File: src/rtl/div32appx_pkg.sv
// Shared definitions for the approximate iterative signed divider.
package div32appx_pkg;

  // Controller states: waiting for operands, iterating, holding a result.
  typedef enum logic [1:0] {
    IDLE = 2'd0,
    CALC = 2'd1,
    DONE = 2'd2
  } state_e;

  // Saturation values for the 32-bit quotient (overflow and divide-by-zero).
  localparam logic [31:0] QMAX = 32'h7FFF_FFFF;
  localparam logic [31:0] QMIN = 32'h8000_0000;

  // Number of restoring steps actually executed; skipped LSBs are never computed.
  function automatic int calc_iter(input int width, input int appx_bits);
    return width - appx_bits;
  endfunction

endpackage

File: src/rtl/div32appx_step.sv
// One combinational restoring-division step on an unsigned partial remainder.
module div32appx_step #(
  parameter int WIDTH = 32
) (
  input  logic [WIDTH:0]   p_in,
  input  logic             bit_in,
  input  logic [WIDTH-1:0] divisor,
  output logic [WIDTH:0]   p_out,
  output logic             q_bit
);

  logic [WIDTH+1:0] shifted;

  // Shift in the next dividend bit, then subtract the divisor when it fits.
  always_comb begin
    shifted = {p_in, bit_in};
    q_bit   = (shifted >= {2'b00, divisor});
    p_out   = q_bit ? (WIDTH+1)'(shifted - {2'b00, divisor}) : (WIDTH+1)'(shifted);
  end

endmodule

File: src/rtl/signed_div32_appx_iter.sv
// Iterative signed divider with optional skipped quotient LSBs.
// Zero operands and a unit divisor finish in a single cycle; everything
// else runs one restoring step per cycle over the top WIDTH-APPX_BITS bits.
module signed_div32_appx_iter
  import div32appx_pkg::*;
#(
  parameter int WIDTH     = 32,
  parameter int APPX_BITS = 0
) (
  input  logic             clk,
  input  logic             rst,
  input  logic             in_valid,
  output logic             in_ready,
  input  logic [WIDTH-1:0] a,
  input  logic [WIDTH-1:0] b,
  output logic             out_valid,
  input  logic             out_ready,
  output logic [WIDTH-1:0] q,
  output logic [WIDTH-1:0] r,
  output logic             div_by_zero
);

  localparam int ITER  = calc_iter(WIDTH, APPX_BITS);
  localparam int CNT_W = (WIDTH > 1) ? $clog2(WIDTH) : 1;

  // Generic-width saturation values; they equal QMAX/QMIN when WIDTH is 32.
  localparam logic [WIDTH-1:0] SAT_MAX  = {1'b0, {(WIDTH-1){1'b1}}};
  localparam logic [WIDTH-1:0] SAT_MIN  = {1'b1, {(WIDTH-1){1'b0}}};
  localparam logic [WIDTH-1:0] LOW_MASK = ~({WIDTH{1'b1}} << APPX_BITS);
  localparam logic [CNT_W-1:0] CNT_INIT = CNT_W'(ITER - 1);
  localparam logic [CNT_W-1:0] CNT_ONE  = CNT_W'(1);

  state_e           state_q, state_d;
  logic [WIDTH-1:0] abs_a_q, abs_a_d;
  logic [WIDTH-1:0] abs_b_q, abs_b_d;
  logic [WIDTH-1:0] div_sh_q, div_sh_d;
  logic [WIDTH:0]   p_q, p_d;
  logic [WIDTH-1:0] quo_q, quo_d;
  logic [CNT_W-1:0] cnt_q, cnt_d;
  logic             q_neg_q, q_neg_d;
  logic             r_neg_q, r_neg_d;
  logic [WIDTH-1:0] q_out_q, q_out_d;
  logic [WIDTH-1:0] r_out_q, r_out_d;
  logic             dz_q, dz_d;

  logic [WIDTH-1:0] abs_a_in;
  logic [WIDTH-1:0] abs_b_in;
  logic [WIDTH-1:0] mag_q;
  logic [WIDTH-1:0] mag_r;
  logic [WIDTH:0]   step_p;
  logic             step_bit;

  div32appx_step #(.WIDTH(WIDTH)) u_step (
    .p_in    (p_q),
    .bit_in  (div_sh_q[WIDTH-1]),
    .divisor (abs_b_q),
    .p_out   (step_p),
    .q_bit   (step_bit)
  );

  // Next-state and datapath update: accept/shortcut in IDLE, iterate in CALC, hold in DONE.
  always_comb begin
    state_d  = state_q;
    abs_a_d  = abs_a_q;
    abs_b_d  = abs_b_q;
    div_sh_d = div_sh_q;
    p_d      = p_q;
    quo_d    = quo_q;
    cnt_d    = cnt_q;
    q_neg_d  = q_neg_q;
    r_neg_d  = r_neg_q;
    q_out_d  = q_out_q;
    r_out_d  = r_out_q;
    dz_d     = dz_q;
    mag_q    = '0;
    mag_r    = '0;
    abs_a_in = a[WIDTH-1] ? -a : a;
    abs_b_in = b[WIDTH-1] ? -b : b;

    case (state_q)
      IDLE: begin
        if (in_valid) begin
          abs_a_d  = abs_a_in;
          abs_b_d  = abs_b_in;
          div_sh_d = abs_a_in;
          q_neg_d  = a[WIDTH-1] ^ b[WIDTH-1];
          r_neg_d  = a[WIDTH-1];
          p_d      = '0;
          quo_d    = '0;
          cnt_d    = CNT_INIT;
          dz_d     = 1'b0;
          if (b == '0) begin
            q_out_d = a[WIDTH-1] ? SAT_MIN : SAT_MAX;
            r_out_d = a;
            dz_d    = 1'b1;
            state_d = DONE;
          end else if (a == '0) begin
            q_out_d = '0;
            r_out_d = '0;
            state_d = DONE;
          end else if (abs_b_in == {{(WIDTH-1){1'b0}}, 1'b1}) begin
            if (!(a[WIDTH-1] ^ b[WIDTH-1]) && abs_a_in[WIDTH-1]) begin
              q_out_d = SAT_MAX;
            end else begin
              q_out_d = (a[WIDTH-1] ^ b[WIDTH-1]) ? -abs_a_in : abs_a_in;
            end
            r_out_d = '0;
            state_d = DONE;
          end else begin
            state_d = CALC;
          end
        end
      end

      CALC: begin
        p_d      = step_p;
        quo_d    = WIDTH'({quo_q, step_bit});
        div_sh_d = div_sh_q << 1;
        cnt_d    = cnt_q - CNT_ONE;
        if (cnt_q == '0) begin
          mag_q   = quo_d << APPX_BITS;
          mag_r   = (WIDTH'(step_p) << APPX_BITS) | (abs_a_q & LOW_MASK);
          q_out_d = q_neg_q ? -mag_q : mag_q;
          r_out_d = r_neg_q ? -mag_r : mag_r;
          state_d = DONE;
        end
      end

      DONE: begin
        if (out_ready) begin
          state_d = IDLE;
        end
      end

      default: begin
        state_d = IDLE;
      end
    endcase
  end

  // State and datapath registers with synchronous reset that aborts any division.
  always_ff @(posedge clk) begin
    if (rst) begin
      state_q  <= IDLE;
      abs_a_q  <= '0;
      abs_b_q  <= '0;
      div_sh_q <= '0;
      p_q      <= '0;
      quo_q    <= '0;
      cnt_q    <= '0;
      q_neg_q  <= 1'b0;
      r_neg_q  <= 1'b0;
      q_out_q  <= '0;
      r_out_q  <= '0;
      dz_q     <= 1'b0;
    end else begin
      state_q  <= state_d;
      abs_a_q  <= abs_a_d;
      abs_b_q  <= abs_b_d;
      div_sh_q <= div_sh_d;
      p_q      <= p_d;
      quo_q    <= quo_d;
      cnt_q    <= cnt_d;
      q_neg_q  <= q_neg_d;
      r_neg_q  <= r_neg_d;
      q_out_q  <= q_out_d;
      r_out_q  <= r_out_d;
      dz_q     <= dz_d;
    end
  end

  // Handshake flags are decoded straight from the registered state.
  always_comb begin
    in_ready    = (state_q == IDLE);
    out_valid   = (state_q == DONE);
    q           = q_out_q;
    r           = r_out_q;
    div_by_zero = dz_q;
  end

endmodule

File: config.mk
export PLATFORM = sky130hd
export DESIGN_NAME = signed_div32_appx_iter
export DESIGN_NICKNAME = d
export VERILOG_FILES = /design/src/rtl/div32appx_pkg.sv /design/src/rtl/div32appx_step.sv /design/src/rtl/signed_div32_appx_iter.sv
export SDC_FILE = /design/constraint.sdc
export NUM_CORES = 1
export LEC_CHECK = 0
export ABC_AREA = 1
export CORE_ASPECT_RATIO = 1.1
export CORE_MARGIN = 4
export CORE_UTILIZATION = 55
export DETAILED_ROUTE_END_ITERATION = 8
export GPL_TIMING_DRIVEN = 1
export PLACE_DENSITY = 0.76
export SLEW_MARGIN = 20
export SYNTH_ARGS = -nofsm -noshare
export SYNTH_HDL_FRONTEND = slang
export SYNTH_HIERARCHICAL = 1
export SYNTH_SLANG_ARGS = --single-unit
File: constraint.sdc
create_clock -name clk -period 7.5 [get_ports clk]
set_clock_uncertainty 0.15 [all_clocks]
set_input_delay 0.75 -clock clk [delete_from_list [all_inputs] [get_ports clk]]
set_output_delay 0.75 -clock clk [all_outputs]
set_load 0.01 [all_outputs]
==> key figures <==
Run status
  – Status: finished clean

STA
  – Slew Viols, Final: 0
  – Max Fclk: 181 MHz
  – Slew HR: 0.263
  – Final setup TNS: 0 ns
  – Fin crit period: 5.52 ns
  – Tcrit/Tclk final: 0.736
  – Final setup fails: 0
  – RSZ-0062 raised after global routing: false
  – Final hold vios: 0
  – Worst slew pin tran: 1.10 ns

Critical path
  – Worst setup path class: reg2reg
  – Reg-to-reg startpoint: div_sh_q[31]$_SDFFE_PP0P_
  – R2r endpoint: r[28]$_SDFFE_PP0P_
  – CP Data Required Time: 7.79 ns
  – Critical path startpoint category: flop
  – R2R setup slack: 1.98 ns
  – Most used cell, CP: nand2_1
  – Crit Path Max Fanout: 35
  – Critical path's slowest cell: nand3_4
  – CP max stage delay: 0.63 ns
  – Worst path arrival time: 5.81 ns
  – Worst setup EP type: flop
  – Worst r2r path cells: 28

Synthesis
  – Yosys top cell by area: dfxtp_1
  – Synthesized area: 16500 µm²
  – Yosys warning count: 6
  – Yosys cell types: 54
  – Syn Inst Count: 2898
  – Synth top area share: 0.245
  – Post-synth EDFFs: 0
  – Syn_nets: 3005
  – Syn_area_per_cell: 5.68 µm²
  – Ranking of synthesized cells by area: dfxtp_1 (25%), nand2_1 (22%), nor2_1 (8.4%), inv_1 (8.3%), a21oi_1 (5.4%)
  – Synth async-reset ratio: 0
  – Post-synthesis sequential area ratio: 0.245
  – Main flop type after synthesis: dfxtp_1
  – Number of synthesized register bits: 202

Clocking
  – Hold Buf Count CTS: 0
  – Postcts setup bufs: 0
  – Clk Latency, worst-skew pair: 0.55 ns
  – Clk slew on worst S/H paths: 0.06 ns
  – Max clock buf depth: 3
  – CTS tree: yes
  – Root buf cell: clkbuf_16
  – CTS sink count: 202
  – H-tree depth: 1
  – Post_cts resized: 0
  – Total CTS buffers: 24

Drt
  – Pre-antenna DRT Iters: 6
  – Vias per cell: 5.72
  – DR WL/cell: 18.0 µm
  – Via Count: 19100
  – Initial DRC count: 2261
  – Routed Antenna Nets: 0
  – DRC violations left: 0
  – Routed wire length: 60.2 mm

Final layout
  – Post-layout util: 0.630
  – Filler cells: 2951
  – Finished Cell Area: 18600 µm²
  – Fin nets: 3057
  – Area delta synth->final: 13.1%
  – N_diodes: 0
  – Layout cells sized above 1: 0.0448

GRT
  – Initial antenna violation count: 1
  – Largest net degree at the start of global routing: 97
  – First-pass GRT wire length: 94.2 mm
  – Total congestion overflow: 0
  – Global Route Usage Sum: 0.351
  – Vias in the first global route: 17300

Worst hold path
  – Hold Crit Start: p_q[32]$_SDFFE_PP0P_
  – Worst Hold End: p_q[32]$_SDFFE_PP0P_
  – Hold depth: 2
  – Worst Hold Class: reg2reg

Placement
  – Final GP Congestion: 0.997
  – Dpl cell area: 17800 µm²
  – DP HPWL: 44.4 mm
  – Port bufs: 134

Floorplanning
  – Io pins: 135
  – Die ar.: 32800 µm²
  – Die H: 190 µm
  – Die span in x: 173 µm
  – Core Region: 29600 µm²
  – Initial core utilization: 0.557
  – Row cnt: 66

Job
  – Number of max-cap violations: 0
layout make-up:
| type | instances | area, µm² | share of cell area |
|---|---|---|---|
| well taps | 374 | 468 | 0.0251 |
| inverters | 384 | 1450 | 0.0780 |
| flip-flops and latches | 202 | 4040 | 0.217 |
| repair buffers | 144 | 1410 | 0.0758 |
| multi-input cells | 2194 | 10400 | 0.559 |
| clock inverters | 16 | 196 | 0.0105 |
| clock buffers | 28 | 636 | 0.0341 |
flip-flops by register name, indices dropped and copies added, names as in the netlist:
register     count
q               32
r               32
q_neg_q          1
abs_b_q         32
div_by_zero      1
quo_q           31
div_sh_q        32
state_q          2
cnt_q            5
p_q             33
r_neg_q          1
logic make-up (layout without fill, tap and decap cells):
logic type / after synthesis / count (layout) / share of synthesized area
AO/OA/AOI/OAI: 423 / 423 / 0.141
buffers and inverters: 502 / 572 / 0.122
adder cells (fa/ha/maj): 39 / 39 / 0.0301
multiplexers: 2 / 2 / 0.00122
flip-flops: 202 / 202 / 0.245
XOR/XNOR: 56 / 56 / 0.0302
AND/OR/NAND/NOR: 1674 / 1674 / 0.430
layer usage:
layer,share of wire,global-route usage,vias up
li1,-,-,9334
met1,0.44,0.503,8663
met2,0.44,0.558,993
met3,0.093,0.0489,130
met4,0.030,0.0946,4
met5,0.00050,0,-
placed cells by master (no fill, tap or decap), types with 45 or more instances in the layout:
cell | Yosys | final
a21oi_1 | 179 | 179
o21ai_0 | 140 | 140
xor2_1 | 45 | 45
nor2_1 | 368 | 368
nand4_1 | 52 | 52
clkdlybuf4s50_1 | 0 | 132
nand3_1 | 179 | 179
nand2_1 | 945 | 944
inv_1 | 366 | 364
dfxtp_1 | 202 | 202
Yosys cell counts, types with 15 or more instances:
cell      number
a21oi_1      179
a31oi_1       38
buf_2         23
clkbuf_1      68
dfxtp_1      202
ha_1          38
inv_1        366
nand2_1      945
nand3_1      179
nand3b_1      19
nand4_1       52
nor2_1       368
nor2_2        16
nor3_1        37
o211ai_1      16
o21ai_0      140
o21ai_1       15
xor2_1        45
stage by stage:
stage	instances	hold slack (ns)	setup WS, ns
final	3342	0.320	1.98
after global routing	3342	0.344	1.46
after CTS	3342	0.318	2.18
after detailed placement	3298	0.308	2.19
after global placement	3298	0.300	2.33
after floorplan	2898	0.291	3.72
worst max path at each step:
stage | cells after the start | slack (ns) | to | start
after floorplan | 29 | 3.72 | r[28]$_SDFFE_PP0P_ | div_sh_q[31]$_SDFFE_PP0P_
after global placement | 25 | 2.33 | q[26]$_SDFFE_PP0P_ | div_sh_q[31]$_SDFFE_PP0P_
after detailed placement | 28 | 2.19 | r[28]$_SDFFE_PP0P_ | div_sh_q[31]$_SDFFE_PP0P_
after CTS | 28 | 2.18 | r[28]$_SDFFE_PP0P_ | div_sh_q[31]$_SDFFE_PP0P_
after global routing | 25 | 1.46 | q[26]$_SDFFE_PP0P_ | div_sh_q[31]$_SDFFE_PP0P_
final | 28 | 1.98 | r[28]$_SDFFE_PP0P_ | div_sh_q[31]$_SDFFE_PP0P_
worst max-delay path, delay by kind of cell (launching register included):
| kind | cells | cell delay [ns] |
|---|---|---|
| xor+xnor | 1 | 0.18 |
| compound gates | 3 | 0.51 |
| flops | 1 | 0.32 |
| fa+ha+maj | 3 | 0.73 |
| buf+inv | 4 | 0.27 |
| simple gates | 17 | 3.24 |
Power is not shown: default switching activity piles up to over one toggle a cycle in this logic, so the estimate is an artifact.
